`config.mk`:
```
export PLATFORM = sky130hd
export DESIGN_NAME = mem_1r1w_masked_bist_flat
export DESIGN_NICKNAME = d
export VERILOG_FILES = /design/src/rtl/mem_1r1w_masked_bist_if.sv /design/src/rtl/mem_1r1w_masked_bist.sv /design/src/flat_wrapper.sv
export SDC_FILE = /design/constraint.sdc
export NUM_CORES = 1
export LEC_CHECK = 0
export CORE_ASPECT_RATIO = 1.75
export CORE_MARGIN = 1
export CORE_UTILIZATION = 51
export DETAILED_ROUTE_END_ITERATION = 16
export HOLD_SLACK_MARGIN = 0.12
export PLACE_DENSITY = 0.89
export SLEW_MARGIN = 20
export SYNTH_ARGS = -nofsm -noshare
export SYNTH_HDL_FRONTEND = slang
export SYNTH_SLANG_ARGS = --single-unit
```
`constraint.sdc`:
```
create_clock -name clock -period 4.09 [get_ports clock]
set_input_delay 0.6135 -clock clock [delete_from_list [all_inputs] [get_ports clock]]
set_output_delay 0.6135 -clock clock [all_outputs]
set_load 0.03 [all_outputs]
```
`src/rtl/mem_1r1w_masked_bist_if.sv`:
```
// R0/W0 port bundle of a lowered 1R1W masked memory.
// The BIST drives it as master; the memory wrapper sits on the slave side.
`timescale 1ns/1ps
interface mem_1r1w_masked_bist_if #(
    parameter int ADDR_W    = 6,
    parameter int WIDTH     = 64,
    parameter int MASK_GRAN = 8
);
    logic [ADDR_W-1:0]          W0_addr;
    logic                       W0_en;
    logic [WIDTH-1:0]           W0_data;
    logic [WIDTH/MASK_GRAN-1:0] W0_mask;
    logic [ADDR_W-1:0]          R0_addr;
    logic                       R0_en;
    logic [WIDTH-1:0]           R0_data;

    modport master (
        output W0_addr, W0_en, W0_data, W0_mask, R0_addr, R0_en,
        input  R0_data
    );

    modport slave (
        input  W0_addr, W0_en, W0_data, W0_mask, R0_addr, R0_en,
        output R0_data
    );
endinterface

```
`src/rtl/mem_1r1w_masked_bist.sv`:
```
// BIST initiator for a 1R1W masked memory: full pattern write/read, then masked overwrite/read.
// Optional MEM_BIST_ERR_COUNT_EN adds a saturating err_count and runs to completion on mismatch.
`timescale 1ns/1ps
module mem_1r1w_masked_bist #(
    parameter int DEPTH     = 48,
    parameter int WIDTH     = 64,
    parameter int MASK_GRAN = 8,
    parameter int ADDR_W    = 6
) (
    input  logic              clock,
    input  logic              reset_n,
    input  logic              start,
    output logic              busy,
    output logic              done,
    output logic              fail,
    output logic [ADDR_W-1:0] fail_addr,
    output logic              fail_phase,
`ifdef MEM_BIST_ERR_COUNT_EN
    output logic [7:0]        err_count,
`endif
    mem_1r1w_masked_bist_if.master mem
);
    localparam int LANES = WIDTH / MASK_GRAN;
    localparam logic [ADDR_W-1:0] LAST_ADDR = ADDR_W'(DEPTH - 1);

    typedef enum logic [2:0] {
        ST_IDLE   = 3'd0,
        ST_WRITE0 = 3'd1,
        ST_READ0  = 3'd2,
        ST_DRAIN0 = 3'd3,
        ST_WRITE1 = 3'd4,
        ST_READ1  = 3'd5,
        ST_DRAIN1 = 3'd6,
        ST_DONE   = 3'd7
    } state_t;

    // Lane k holds (address + 37*k), both taken modulo 2^MASK_GRAN.
    function automatic logic [WIDTH-1:0] pat_f(input logic [ADDR_W-1:0] a);
        logic [WIDTH-1:0]     v;
        logic [MASK_GRAN-1:0] base;
        v    = '0;
        base = MASK_GRAN'(a);
        for (int k = 0; k < LANES; k++) begin
            v[k*MASK_GRAN +: MASK_GRAN] = base + MASK_GRAN'(32'd37 * k);
        end
        return v;
    endfunction

    function automatic logic [LANES-1:0] alt_mask_f();
        logic [LANES-1:0] m;
        m = '0;
        for (int k = 0; k < LANES; k++) begin
            m[k] = ((k % 2) == 0) ? 1'b1 : 1'b0;
        end
        return m;
    endfunction

    function automatic logic [WIDTH-1:0] expand_f(input logic [LANES-1:0] m);
        logic [WIDTH-1:0] v;
        v = '0;
        for (int k = 0; k < LANES; k++) begin
            v[k*MASK_GRAN +: MASK_GRAN] = {MASK_GRAN{m[k]}};
        end
        return v;
    endfunction

    localparam logic [LANES-1:0] ALT_MASK = alt_mask_f();
    localparam logic [WIDTH-1:0] ALT_BITS = expand_f(ALT_MASK);

    state_t              state_r, state_nxt_s;
    logic [ADDR_W-1:0]   addr_r, addr_nxt_s;
    logic                last_s, start_acc_s, mismatch_s, abort_s;
    logic                wr_nxt_s, rd_nxt_s;
    logic [WIDTH-1:0]    wdata_nxt_s, exp_s;
    logic [LANES-1:0]    wmask_nxt_s;
    logic                w0_en_r, r0_en_r, busy_r, done_r;
    logic [ADDR_W-1:0]   w0_addr_r, r0_addr_r;
    logic [WIDTH-1:0]    w0_data_r;
    logic [LANES-1:0]    w0_mask_r;
    logic                cmp_vld_r, cmp_phase_r;
    logic [ADDR_W-1:0]   cmp_addr_r;
    logic [WIDTH-1:0]    cmp_exp_r;
    logic                fail_r, fail_phase_r;
    logic [ADDR_W-1:0]   fail_addr_r;

    assign last_s      = (addr_r == LAST_ADDR);
    assign start_acc_s = (state_r == ST_IDLE) && start;
    assign mismatch_s  = cmp_vld_r && (mem.R0_data != cmp_exp_r);
    // READ1 expects the inverted pattern only in lanes the masked overwrite touched.
    assign exp_s       = (state_r == ST_READ1) ? (pat_f(addr_r) ^ ALT_BITS) : pat_f(addr_r);
`ifdef MEM_BIST_ERR_COUNT_EN
    assign abort_s     = 1'b0;
`else
    assign abort_s     = mismatch_s;
`endif

    // Next-state and address-counter logic for the test sequence
    always_comb begin
        state_nxt_s = state_r;
        addr_nxt_s  = addr_r;
        if (abort_s) begin
            state_nxt_s = ST_DONE;
            addr_nxt_s  = '0;
        end else begin
            case (state_r)
                ST_IDLE: begin
                    state_nxt_s = start ? ST_WRITE0 : ST_IDLE;
                    addr_nxt_s  = '0;
                end
                ST_WRITE0, ST_READ0, ST_WRITE1, ST_READ1: begin
                    if (last_s) begin
                        state_nxt_s = state_t'(state_r + 3'd1);
                        addr_nxt_s  = '0;
                    end else begin
                        addr_nxt_s  = addr_r + ADDR_W'(1);
                    end
                end
                ST_DRAIN0: state_nxt_s = ST_WRITE1;
                ST_DRAIN1: state_nxt_s = ST_DONE;
                ST_DONE:   state_nxt_s = ST_IDLE;
                default: begin
                    state_nxt_s = ST_IDLE;
                    addr_nxt_s  = '0;
                end
            endcase
        end
    end

    // Memory-port values for the coming cycle, decoded from the next state
    always_comb begin
        wr_nxt_s    = (state_nxt_s == ST_WRITE0) || (state_nxt_s == ST_WRITE1);
        rd_nxt_s    = (state_nxt_s == ST_READ0) || (state_nxt_s == ST_READ1);
        wdata_nxt_s = '0;
        wmask_nxt_s = '0;
        case (state_nxt_s)
            ST_WRITE0: begin
                wdata_nxt_s = pat_f(addr_nxt_s);
                wmask_nxt_s = '1;
            end
            ST_WRITE1: begin
                wdata_nxt_s = ~pat_f(addr_nxt_s);
                wmask_nxt_s = ALT_MASK;
            end
            default: begin
                wdata_nxt_s = '0;
                wmask_nxt_s = '0;
            end
        endcase
    end

    // Sequencer state and address counter
    always_ff @(posedge clock or negedge reset_n) begin
        if (!reset_n) begin
            state_r <= ST_IDLE;
            addr_r  <= '0;
        end else begin
            state_r <= state_nxt_s;
            addr_r  <= addr_nxt_s;
        end
    end

    // Registered memory-port and status outputs
    always_ff @(posedge clock or negedge reset_n) begin
        if (!reset_n) begin
            w0_en_r   <= 1'b0;
            w0_addr_r <= '0;
            w0_data_r <= '0;
            w0_mask_r <= '0;
            r0_en_r   <= 1'b0;
            r0_addr_r <= '0;
            busy_r    <= 1'b0;
            done_r    <= 1'b0;
        end else begin
            w0_en_r   <= wr_nxt_s;
            w0_addr_r <= wr_nxt_s ? addr_nxt_s : '0;
            w0_data_r <= wdata_nxt_s;
            w0_mask_r <= wmask_nxt_s;
            r0_en_r   <= rd_nxt_s;
            r0_addr_r <= rd_nxt_s ? addr_nxt_s : '0;
            busy_r    <= (state_nxt_s != ST_IDLE) && (state_nxt_s != ST_DONE);
            done_r    <= (state_nxt_s == ST_DONE);
        end
    end

    // Tag each issued read so its data is checked one cycle later; a read issued while aborting is dropped
    always_ff @(posedge clock or negedge reset_n) begin
        if (!reset_n) begin
            cmp_vld_r   <= 1'b0;
            cmp_addr_r  <= '0;
            cmp_exp_r   <= '0;
            cmp_phase_r <= 1'b0;
        end else begin
            cmp_vld_r   <= r0_en_r && !abort_s;
            cmp_addr_r  <= r0_addr_r;
            cmp_exp_r   <= exp_s;
            cmp_phase_r <= (state_r == ST_READ1);
        end
    end

    // Sticky failure flag with first-failure address and phase
    always_ff @(posedge clock or negedge reset_n) begin
        if (!reset_n) begin
            fail_r       <= 1'b0;
            fail_addr_r  <= '0;
            fail_phase_r <= 1'b0;
        end else if (start_acc_s) begin
            fail_r       <= 1'b0;
            fail_addr_r  <= '0;
            fail_phase_r <= 1'b0;
        end else if (mismatch_s && !fail_r) begin
            fail_r       <= 1'b1;
            fail_addr_r  <= cmp_addr_r;
            fail_phase_r <= cmp_phase_r;
        end
    end

`ifdef MEM_BIST_ERR_COUNT_EN
    logic [7:0] err_cnt_r;

    // Saturating mismatch counter
    always_ff @(posedge clock or negedge reset_n) begin
        if (!reset_n) begin
            err_cnt_r <= 8'd0;
        end else if (start_acc_s) begin
            err_cnt_r <= 8'd0;
        end else if (mismatch_s && (err_cnt_r != 8'hFF)) begin
            err_cnt_r <= err_cnt_r + 8'd1;
        end
    end

    assign err_count = err_cnt_r;
`endif

    assign mem.W0_en   = w0_en_r;
    assign mem.W0_addr = w0_addr_r;
    assign mem.W0_data = w0_data_r;
    assign mem.W0_mask = w0_mask_r;
    assign mem.R0_en   = r0_en_r;
    assign mem.R0_addr = r0_addr_r;
    assign busy        = busy_r;
    assign done        = done_r;
    assign fail        = fail_r;
    assign fail_addr   = fail_addr_r;
    assign fail_phase  = fail_phase_r;
endmodule

```
`src/flat_wrapper.sv`:
```
// flat-port wrapper written by rule: the top's interface ports become plain ports
module mem_1r1w_masked_bist_flat 
#(
    parameter int DEPTH     = 48,
    parameter int WIDTH     = 64,
    parameter int MASK_GRAN = 8,
    parameter int ADDR_W    = 6
)
  (clock, reset_n, start, busy, done, fail, fail_addr, fail_phase, mem_W0_addr, mem_W0_en, mem_W0_data, mem_W0_mask, mem_R0_addr, mem_R0_en, mem_R0_data);
  mem_1r1w_masked_bist_if #(.ADDR_W(ADDR_W), .WIDTH(WIDTH), .MASK_GRAN(MASK_GRAN)) mem_i ();
  input  logic clock;
  input  logic reset_n;
  input  logic start;
  output logic busy;
  output logic done;
  output logic fail;
  output logic [ADDR_W-1:0] fail_addr;
  output logic fail_phase;
  output wire logic [$bits(mem_i.W0_addr)-1:0] mem_W0_addr;
  output wire logic [$bits(mem_i.W0_en)-1:0] mem_W0_en;
  output wire logic [$bits(mem_i.W0_data)-1:0] mem_W0_data;
  output wire logic [$bits(mem_i.W0_mask)-1:0] mem_W0_mask;
  output wire logic [$bits(mem_i.R0_addr)-1:0] mem_R0_addr;
  output wire logic [$bits(mem_i.R0_en)-1:0] mem_R0_en;
  input wire logic [$bits(mem_i.R0_data)-1:0] mem_R0_data;
  assign mem_W0_addr = mem_i.W0_addr;
  assign mem_W0_en = mem_i.W0_en;
  assign mem_W0_data = mem_i.W0_data;
  assign mem_W0_mask = mem_i.W0_mask;
  assign mem_R0_addr = mem_i.R0_addr;
  assign mem_R0_en = mem_i.R0_en;
  assign mem_i.R0_data = mem_R0_data;
  mem_1r1w_masked_bist #(.DEPTH(DEPTH), .WIDTH(WIDTH), .MASK_GRAN(MASK_GRAN), .ADDR_W(ADDR_W)) u_core (.clock(clock), .reset_n(reset_n), .start(start), .busy(busy), .done(done), .fail(fail), .fail_addr(fail_addr), .fail_phase(fail_phase), .mem(mem_i));
endmodule
```
# Yosys cells after proc, flatten, opt, wreduce, memory -nomap -nowiden
# Index checks and enable logic that the tools add are counted.
[word_totals] regBits=176 inputBits=67 elab_cells=81
[classes] n_addsub=16 eq_ne=15 n_mux=18 bitwise=2 reduce_logical=13
[op_table] op="64-bit case mux with 2 select lines" count=1
[op_table] op="64-bit by 63-bit inequality test with 1-bit output" count=1
[op_table] op="64-bit inverter" count=1
[op_table] op="56-bit 2-to-1 mux" count=1
[op_table] op="6-bit 2-to-1 mux" count=6
[op_table] op="6-bit by 7-bit adder with 8-bit output, second input constant" count=4
[op_table] op="6-bit by 8-bit adder with 8-bit output, second input constant" count=4
[op_table] op="32-bit inverter" count=1
[op_table] op="3-bit equality test, second input constant" count=7
[op_table] op="7-bit by 7-bit adder with 8-bit output, second input constant" count=2
[op_table] op="8-bit case mux with 2 select lines" count=1
[op_table] op="3-bit case mux with 5 select lines" count=1
[op_table] op="6-bit by 2-bit adder with 7-bit output, second input constant" count=2
[op_table] op="6-bit by 6-bit adder with 7-bit output, second input constant" count=2
[op_table] op="6-bit case mux with 2 select lines" count=1
[op_table] op="3-bit by 2-bit equality test with 1-bit output, second input constant" count=3
[op_table] op="6-bit by 1-bit adder with 6-bit output, second input constant" count=1
[op_table] op="3-bit by 1-bit equality test with 1-bit output, second input constant" count=2
[op_table] op="6-bit equality test, second input constant" count=1
[op_table] op="3-bit 2-to-1 mux" count=2
[op_table] op="1-bit logical AND" count=5
[op_table] op="1-bit 2-to-1 mux" count=5
[op_table] op="4-bit OR reduction" count=1
[op_table] op="3-bit by 1-bit adder with 3-bit output, second input constant" count=1
[op_table] op="other kinds (6)" count=8

# Depth between registers and ports, before layout
# Gate-level depths: netlist of the first run.
[depth] depth_word=7 depth_mapped=15 depth_no_buf=14

# Least setup slack after synthesis of the first run
# No wires, ideal clock.
[synth_timing] kind="input to register" from="input port mem_R0_data[47]" to="register u_core.w0_data_r[61], in the netlist u_core.mem.W0_data[61]" setup_ps=121 arrival_time_ps=3423 setup_slack_ps=546 path_stages=12 cell_sequence="xor2_1 -> or4_1 -> nor4_1 -> nand4_1 -> o41a_1 -> nand2b_1 -> ha_1 -> and4_1 -> o311ai_0 -> xnor2_1 -> mux2i_1 -> nor2_1"
[synth_between] elab_chain_cells=6 word_cells_on_any_way=9 cone_classes="add/sub: 1; eq/ne: 3; mux: 3; bitwise: 1; reduce/logical: 1"
[synth_rtl] element="start, declared" line="flat_wrapper.sv:25" source="input wire logic [$bits(mem_i.R0_data)-1:0] mem_R0_data;"
[synth_rtl] element="64-bit by 63-bit inequality test with 1-bit output (*)" line="mem_1r1w_masked_bist.sv:88" source="assign mismatch_s = cmp_vld_r && (mem.R0_data != cmp_exp_r);"
[synth_rtl] element="1-bit logical AND (*)" line="mem_1r1w_masked_bist.sv:88"
[synth_rtl] element="6-bit 2-to-1 mux" line="mem_1r1w_masked_bist.sv:101" source="if (abort_s) begin"
[synth_rtl] element="6-bit by 2-bit adder with 7-bit output" line="mem_1r1w_masked_bist.sv:44" source="v[k*MASK_GRAN +: MASK_GRAN] = base + MASK_GRAN'(32'd37 * k);"
[synth_rtl] element="64-bit inverter" line="mem_1r1w_masked_bist.sv:141" source="wdata_nxt_s = ~pat_f(addr_nxt_s);"
[synth_rtl] element="64-bit case mux with 2 select lines (*)" line="mem_1r1w_masked_bist.sv:135" source="case (state_nxt_s)"
[synth_rtl] element="named net u_core.wdata_nxt_s[61]" line="mem_1r1w_masked_bist.sv:74" source="logic [WIDTH-1:0] wdata_nxt_s, exp_s;"
[synth_rtl] element="end signal, assigned" line="mem_1r1w_masked_bist.sv:176" source="w0_data_r <= wdata_nxt_s;"
[synth_rtl] element="end, declared" line="mem_1r1w_masked_bist.sv:78" source="logic [WIDTH-1:0] w0_data_r;"
# The timed path passes the listed nets; every way through them passes the cells marked *.
# A chain may end at the register's enable or synchronous reset.

# Worst setup path after layout of the first run
# Same ends and word-level chain as after synthesis.

==> results.md, run 1 <==
| Item | This run |
| --- | --- |
| Total routing usage reported by global routing | 25.7% |
| Level count of the clock H-tree | 4 |
| Layout overhead on the synthesized area | 34.8% |
| CP cell instances | clkdlybuf4s50_1, xor2_1, or4_1, nor4_1, nand4_1, o41a_2, nand2b_1, ha_1, and4_1, o311ai_0, xnor2_1, mux2i_1, nor2_1 |
| Yosys warns | 0 |
| Transition time of the tightest slew-check pin | 0.872 ns |
| Mean cell area of the mapped netlist | 10.7 µm² |
| DR iter-0 viols | 232 |
| Maximum clock frequency | 0.265 GHz |
| Power density of the placed cells | 868 mW/mm² |
| Setup WS pre-CTS | -0.116 ns |
| Post-synthesis sequential element count | 141 |
| CP arrival | 4.07 ns |
| Core region area | 0.0135 mm² |
| Total of buffers placed on input and output ports | 162 |
| Total area of multi-input combinational cells | 0.00310 mm² |
| Flop2flop setup slack | 0.56 ns |
| Routed vias | 5186 |
| Launch instance of the worst register-to-register path | u_core.cmp_exp_r[47] |
| Max IR drop VDD | 670 µV |
| Library cells used by synthesis | 57 |
| Top-count cell post-synth | sky130_fd_sc_hd__dfrtp_1 |
| RePlAce Congestion | 0.888 |
| Initial antenna violation count | 0 |
| Number of maximum-capacitance violations | 0 |
| Total negative slack for setup checks | 0 ns |
| Overall die height | 158 µm |
| Cell at the slowest stage of the critical path | sky130_fd_sc_hd__o41a_2 |
| Placed cells | 980 |
| Area contributors post-synth | sky130_fd_sc_hd__dfrtp_1 (50%), sky130_fd_sc_hd__mux2i_1 (7.9%), sky130_fd_sc_hd__xnor2_1 (6.4%) |
| Cell type contributing the most total cell area after synthesis | sky130_fd_sc_hd__dfrtp_1 |
| Half-perimeter wire length after placement | 12600 µm |
| Critical path buffer and inverter count | 1 |
| Root Buffer Master | sky130_fd_sc_hd__clkbuf_16 |
| Post-Synthesis Cell Area | 0.00707 mm² |
| Finish-stage setup viols | 0 |
| Sequential standard cell area | 0.00353 mm² |
| Family with the most delay on the worst path | simple AND/OR/NAND/NOR gates |
| Min-Delay Path Class | input port to async pin |
| Syn Nets | 758 |
| Die area | 0.0144 mm² |
| Sequential area share after synthesis | 49.9% |
| Reg clk slew, reported paths | 0.06 ns |
| Via count of the first global-routing pass | 5505 |
| Register-to-Register Path Depth | 12 |
| Largest stage delay on the critical path | 0.56 ns |
| Max FO, Critical Path | 4 |
| Setup Buffers After CTS | 0 |
| Clock period minus worst slack | 3.77 ns |
| Total clock buffers created by CTS | 17 |
| Crit start category | input port |
| Type of the setup path with the least slack | input port to flop |
| Worst R2R End | u_core.mem.W0_data[61] |
| Final Max Slew Viols | 0 |
| Residual antenna-violating net count after detailed routing | 0 |
| TritonCTS clock tree | yes |
| Starting density of the core | 52.6% |
| Number of DRC violations after detailed routing | 0 |
| Share of final-layout standard cells stronger than drive strength 1 | 9.43% |
| Slew Limit Headroom | 41.8% |
| Max Clock Skew | 0.0140 ns |
| Commonest cells post-synth | sky130_fd_sc_hd__dfrtp_1 (141), sky130_fd_sc_hd__nor2_1 (73), sky130_fd_sc_hd__mux2i_1 (56), sky130_fd_sc_hd__xnor2_1 (52), sky130_fd_sc_hd__xor2_1 (47) |
| RSZ-0062 raised after global routing | false |
| Average detailed-routed wire length per instance | 17.4 µm |
| Remaining global-route overflow | 0 |
| Critical path endpoint category | flop |
| Drt total wl | 17600 µm |
| Hold_buf cts | 0 |
| Antenna diode instance count | 0 |
| Area fraction of the dominant cell type after synthesis | 49.9% |
| Final core area utilization | 70.9% |
| Leakage Power | 4.46 nW |
| Worst setup slack after layout | 0.321 ns |
| Post-layout nets | 919 |
| Synthesized instance count | 664 |
| Maximum number of pins on one net before global-route repair | 101 |
| Number of instances resized during post-cts repair | 0 |
| Outcome | finished, final reports clean |
| Clock sinks | 141 |
| Most used DFF post-synth | sky130_fd_sc_hd__dfrtp_1 |
| Final-layout fill cell count | 923 |
| Ratio of routed vias to standard cells | 5.12 |
| Number of optimization iterations in the first detailed-route pass | 5 |
| Clock latency at the later pin of the worst-skew pair | 0.42 ns |
| Post-layout total power | 8.28 mW |
| Share of synthesized flip-flops with an asynchronous set or reset | 100% |
| Cell Rows | 56 |
| Longest Clk Path Bufs | 2 |
| EDFF count, synth | 0 |
| Wire length of the first global-routing pass | 27800 µm |
| I/O pin cnt | 163 |
| Final worst-path cycle share | 92.2% |
| Die width | 91.0 µm |
| Critical Path RT | 4.39 ns |
| Fin cells | 1012 |
| Count of final hold-check violations | 0 |
-- how the worst max path moves through the flow --
stage                          startpoint                endpoint  slack [ns]  depth (start not counted)
final                     mem_R0_data[47]  u_core.mem.W0_data[61]        0.32                         13
after detailed placement  mem_R0_data[47]  u_core.mem.W0_data[61]       -0.12                         13
after CTS                 mem_R0_data[47]  u_core.mem.W0_data[61]        0.32                         13
after global routing      mem_R0_data[47]  u_core.mem.W0_data[61]        0.13                         13
after floorplan           mem_R0_data[47]  u_core.mem.W0_data[61]        0.55                         12
after global placement    mem_R0_data[47]  u_core.mem.W0_data[12]      -0.002                         14
-- power breakdown --
group | switching [mW] | leakage (nW) | internal, mW
Clock | 0.592 | 0.318 | 1.10
Sequential | 0.241 | 1.80 | 1.87
Combinational | 2.60 | 2.35 | 1.87
-- per-stage QoR --
stage | cell area, µm² | hold WS (ns)
after floorplan | 7070 | 0.318
after global placement | 8880 | 0.366
after detailed placement | 8880 | 0.360
after CTS | 9540 | 0.322
after global routing | 9540 | 0.371
final | 9540 | 0.284
-- area by class of cell --
type | instances | area share, %
Clock buffer | 19 | 4.65
Clock inverter | 13 | 2.22
Inverter | 39 | 1.54
Multi-Input combinational cell | 430 | 32.5
Sequential cell | 141 | 37.0
Tap cell | 174 | 2.28
Timing Repair Buffer | 196 | 19.8
-- placed cells by master, fill, tap and decap left out, types with 3 or more instances in the layout --
cell type	Yosys	routed
sky130_fd_sc_hd__and3_1	3	3
sky130_fd_sc_hd__or2_1	4	4
sky130_fd_sc_hd__nor3_1	6	6
sky130_fd_sc_hd__clkbuf_16	0	17
sky130_fd_sc_hd__xnor2_1	52	52
sky130_fd_sc_hd__dfrtp_1	141	141
sky130_fd_sc_hd__o221ai_1	3	3
sky130_fd_sc_hd__inv_1	37	37
sky130_fd_sc_hd__o22ai_1	3	3
sky130_fd_sc_hd__ha_1	27	27
sky130_fd_sc_hd__nor2_1	73	73
sky130_fd_sc_hd__clkdlybuf4s50_1	0	161
sky130_fd_sc_hd__bufinv_16	0	5
sky130_fd_sc_hd__or3_1	3	3
sky130_fd_sc_hd__a21oi_1	20	20
sky130_fd_sc_hd__inv_6	0	3
sky130_fd_sc_hd__a211oi_1	3	3
sky130_fd_sc_hd__nand2_1	37	37
sky130_fd_sc_hd__o21ai_0	13	13
sky130_fd_sc_hd__nor2b_1	10	10
sky130_fd_sc_hd__nand4_1	4	4
sky130_fd_sc_hd__buf_4	25	33
sky130_fd_sc_hd__nand2b_1	16	16
sky130_fd_sc_hd__nor4_1	9	9
sky130_fd_sc_hd__mux2i_1	56	55
sky130_fd_sc_hd__xor2_1	47	47
sky130_fd_sc_hd__nand3_1	8	8
-- metal layers --
layer	part of all wire [%]	track usage, %	vias to the layer above
met4	5.1	15.1	0
met3	3.3	4.85	55
met2	57	49.5	150
li1	-	-	2470
met5	0	0	-
met1	35	25.3	2511
-- cell families after synthesis --
kind of cell / Yosys count / synth area share (%)
and+or+nand+nor: 185 / 12.6
DFF: 141 / 49.9
xor gates and xnor gates: 99 / 12.3
buffers and inverters: 93 / 6.69
AOI/OAI and AO/OA: 61 / 5.70
muxes: 57 / 8.08
adders and majority gates: 27 / 4.78
other: 1 / 0.0530
-- state kept, by name (all words and copies together), names as in the netlist --
name	flops
u_core.cmp_exp_r	51
u_core.mem.W0_data	50
u_core.addr_r	6
u_core.cmp_addr_r	6
u_core.fail_addr	6
u_core.mem.R0_addr	6
u_core.mem.W0_addr	6
u_core.state_r	3
u_core.busy	1
u_core.cmp_vld_r	1
u_core.done	1
u_core.fail	1
u_core.fail_phase	1
u_core.mem.R0_en	1
u_core.mem.W0_mask	1
No activity file was read; power rests on OpenSTA's default activity.
==> run 2: changes to the inputs <==
--- a/config.mk
+++ b/config.mk
@@ -5,12 +5,13 @@
 export SDC_FILE = /design/constraint.sdc
 export NUM_CORES = 1
 export LEC_CHECK = 0
+export ABC_AREA = 1
 export CORE_ASPECT_RATIO = 1.75
 export CORE_MARGIN = 1
 export CORE_UTILIZATION = 51
 export DETAILED_ROUTE_END_ITERATION = 16
 export HOLD_SLACK_MARGIN = 0.12
-export PLACE_DENSITY = 0.89
+export PLACE_DENSITY = 0.88
 export SLEW_MARGIN = 20
 export SYNTH_ARGS = -nofsm -noshare
 export SYNTH_HDL_FRONTEND = slang
==> results.md, run 2 <==
| Item | This run |
| --- | --- |
| Outcome | finished, final reports clean |
| Critical Path RT | 4.42 ns |
| Clock latency at the later pin of the worst-skew pair | 0.42 ns |
| Sequential area share after synthesis | 47.5% |
| Longest Clk Path Bufs | 2 |
| RePlAce Congestion | 0.917 |
| Fin cells | 1285 |
| Launch instance of the worst register-to-register path | u_core.addr_r[3] |
| Layout overhead on the synthesized area | 28.7% |
| Residual antenna-violating net count after detailed routing | 0 |
| Total clock buffers created by CTS | 17 |
| Worst R2R End | u_core.mem.W0_data[29] |
| Finish-stage setup viols | 0 |
| Most frequent standard cell in the layout excluding fill and tap cells | sky130_fd_sc_hd__nand2_1 |
| Wire length of the first global-routing pass | 30500 µm |
| Starting density of the core | 52.0% |
| Number of optimization iterations in the first detailed-route pass | 7 |
| Total negative slack for setup checks | 0 ns |
| Final-layout fill cell count | 1133 |
| Number of maximum-capacitance violations | 0 |
| Final Max Slew Viols | 0 |
| Share of synthesized flip-flops with an asynchronous set or reset | 100% |
| Remaining global-route overflow | 0 |
| RSZ-0062 raised after global routing | false |
| Transition time of the tightest slew-check pin | 0.805 ns |
| TritonCTS clock tree | yes |
| Clock sinks | 141 |
| Min-Delay Path Class | input port to async pin |
| Most used DFF post-synth | sky130_fd_sc_hd__dfrtp_1 |
| Leakage Power | 4.95 nW |
| Top-count cell post-synth | sky130_fd_sc_hd__nand2_1 |
| Setup WS pre-CTS | 0.515 ns |
| Crit start category | input port |
| Final worst-path cycle share | 78.7% |
| Worst setup slack after layout | 0.869 ns |
| Top library cells by usage in the layout, fill and taps aside | sky130_fd_sc_hd__nand2_1 (323), sky130_fd_sc_hd__clkdlybuf4s50_1 (161), sky130_fd_sc_hd__inv_1 (142) |
| Die area | 0.0151 mm² |
| Critical path endpoint category | flop |
| Cell at the slowest stage of the critical path | sky130_fd_sc_hd__clkdlybuf4s50_1 |
| Post-layout nets | 1186 |
| Share of final-layout standard cells stronger than drive strength 1 | 5.70% |
| Length of routed met2 wiring | 11200 µm |
| Hold_buf cts | 0 |
| Commonest cells post-synth | sky130_fd_sc_hd__nand2_1 (323), sky130_fd_sc_hd__inv_1 (142), sky130_fd_sc_hd__dfrtp_1 (141), sky130_fd_sc_hd__nor2_1 (65), sky130_fd_sc_hd__o21ai_0 (48) |
| Setup Buffers After CTS | 0 |
| Largest stage delay on the critical path | 0.48 ns |
| Placed cells | 1253 |
| Routed length on met1 | 6600 µm |
| Worst hold slack across all endpoints | 0.223 ns |
| Uppermost layer routed | met4 |
| Core region area | 0.0143 mm² |
| Post-synthesis sequential element count | 141 |
| Total of buffers placed on input and output ports | 162 |
| Antenna diode instance count | 0 |
| Register bank with the most flops | u_core.cmp_exp_r |
| I/O pin cnt | 163 |
| Max IR drop VDD | 547 µV |
| Syn Nets | 1041 |
| Power density of the placed cells | 695 mW/mm² |
| Cell type contributing the most total cell area after synthesis | sky130_fd_sc_hd__dfrtp_1 |
| Type of the setup path with the least slack | input port to flop |
| Flop2flop setup slack | 0.89 ns |
| CP cell instances | clkdlybuf4s50_1, inv_1, nand2_1, nand2_1, nor2_1, nand2_1, nor2_1, nand2_1, nor2_1, nand2_2, nand2_4, nand2_2, inv_1, ha_1, inv_1, nor2_1, nand2_1, nand2_1, nand2_1, o21ai_0 |
| Overall die height | 162 µm |
| Via count of the first global-routing pass | 6317 |
| Number of DRC violations after detailed routing | 0 |
| Library cells used by synthesis | 37 |
| Register-to-Register Path Depth | 11 |
| Reg clk slew, reported paths | 0.06 ns |
| Root Buffer Master | sky130_fd_sc_hd__clkbuf_16 |
| Total routing usage reported by global routing | 26.9% |
| Most Frequent Cell on Critical Path | sky130_fd_sc_hd__nand2_1 |
| Maximum number of pins on one net before global-route repair | 81 |
| Post-layout total power | 6.65 mW |
| EDFF count, synth | 0 |
| Drt total wl | 19600 µm |
| DR iter-0 viols | 326 |
| Post-Synthesis Cell Area | 0.00744 mm² |
| Synthesized instance count | 947 |
| Number of instances resized during post-cts repair | 0 |
| Half-perimeter wire length after placement | 14700 µm |
| DR WL met3 | 733 µm |
| Area contributors post-synth | sky130_fd_sc_hd__dfrtp_1 (47%), sky130_fd_sc_hd__nand2_1 (16%), sky130_fd_sc_hd__inv_1 (7.2%) |
| Count of final hold-check violations | 0 |
| Clock period minus worst slack | 3.22 ns |
| Area fraction of the dominant cell type after synthesis | 47.5% |
| Maximum clock frequency | 0.310 GHz |
| Average detailed-routed wire length per instance | 15.2 µm |
| Max FO, Critical Path | 17 |
| Max Clock Skew | 0.00869 ns |
| Cell Rows | 58 |
| Initial antenna violation count | 0 |
| Ratio of routed vias to standard cells | 4.97 |
| Die width | 93.3 µm |
| Level count of the clock H-tree | 4 |
| Timing endpoint of the critical path | u_core.mem.W0_data[60] |
| Yosys warns | 0 |
| Mean cell area of the mapped netlist | 7.85 µm² |
| Slew Limit Headroom | 45.9% |
| Routed vias | 6386 |
| CP startpoint | mem_R0_data[61] |
| Max reg flops | 51 |
| CP arrival | 3.55 ns |
## run 2: cell types whose count changed after synthesis, moves of 28 or more
| cell | previous run | this run |
|---|---|---|
| sky130_fd_sc_hd__xnor2_1 | 52 | 6 |
| sky130_fd_sc_hd__nand3_1 | 8 | 36 |
| sky130_fd_sc_hd__inv_1 | 37 | 142 |
| sky130_fd_sc_hd__o21ai_1 | 2 | 34 |
| sky130_fd_sc_hd__nand2_1 | 37 | 323 |
| sky130_fd_sc_hd__mux2i_1 | 56 | 0 |
| sky130_fd_sc_hd__o21ai_0 | 13 | 48 |
## run 2: cell type report
| class | instances | area, µm² | area share [%] |
|---|---|---|---|
| Sequential cell | 141 | 3530 | 36.9 |
| Multi-Input combinational cell | 613 | 3040 | 31.8 |
| Timing Repair Buffer | 168 | 1670 | 17.4 |
| Inverter | 151 | 569 | 5.95 |
| Clock buffer | 19 | 443 | 4.63 |
| Tap cell | 180 | 225 | 2.35 |
| Clock inverter | 13 | 93.8 | 0.981 |
## run 2: how the worst min path moves through the flow
stage | startpoint | endpoint | slack (ns)
2_1_floorplan | reset_n | u_core.addr_r[0] | 0.32
3_3_place_gp | u_core.mem.R0_addr[2] | u_core.cmp_addr_r[2] | 0.36
3_5_place_dp | u_core.mem.R0_addr[3] | u_core.cmp_addr_r[3] | 0.37
4_1_cts | reset_n | u_core.cmp_exp_r[49] | 0.26
5_1_grt | reset_n | u_core.fail_addr[0] | 0.28
6_report | reset_n | u_core.cmp_exp_r[49] | 0.22
## run 2: where the power goes
| group | switching, mW | leakage [nW] | internal [mW] |
|---|---|---|---|
| clock | 0.591 | 0.255 | 0.789 |
| sequential | 0.264 | 1.80 | 1.79 |
| combinational | 2.09 | 2.89 | 1.12 |
| total | 2.95 | 4.95 | 3.70 |
## run 2: metrics by stage
stage / util, % / area (µm²)
CTS: 66.9 / 9570
global route: 66.9 / 9570
detailed placement: 63.2 / 9030
floorplan: - / 7440
global placement: 63.2 / 9030
finish: 66.9 / 9570
## run 2: worst max-delay path, delay by kind of cell
| family | cells | cell delay [ns] |
|---|---|---|
| AO/OA/AOI/OAI | 1 | 0.12 |
| buffers and inverters | 4 | 0.96 |
| AND/OR/NAND/NOR | 14 | 1.61 |
| adder cells (fa/ha/maj) | 1 | 0.22 |
## run 2: routing by layer
| metal | up-vias | track usage (%) |
|---|---|---|
| li1 | 3135 | - |
| met4 | 0 | 16.1 |
| met3 | 64 | 3.89 |
| met2 | 223 | 52.6 |
| met5 | - | 0 |
| met1 | 2964 | 25.6 |
## run 2: cell families after synthesis
logic type / count (synthesis) / synth area share [%]
and+or+nand+nor: 445 / 24.4
other: 1 / 0.0504
AOI/OAI and AO/OA: 98 / 6.95
adders and majority gates: 27 / 4.54
xor gates and xnor gates: 42 / 4.95
buffers and inverters: 193 / 11.7
DFF: 141 / 47.5
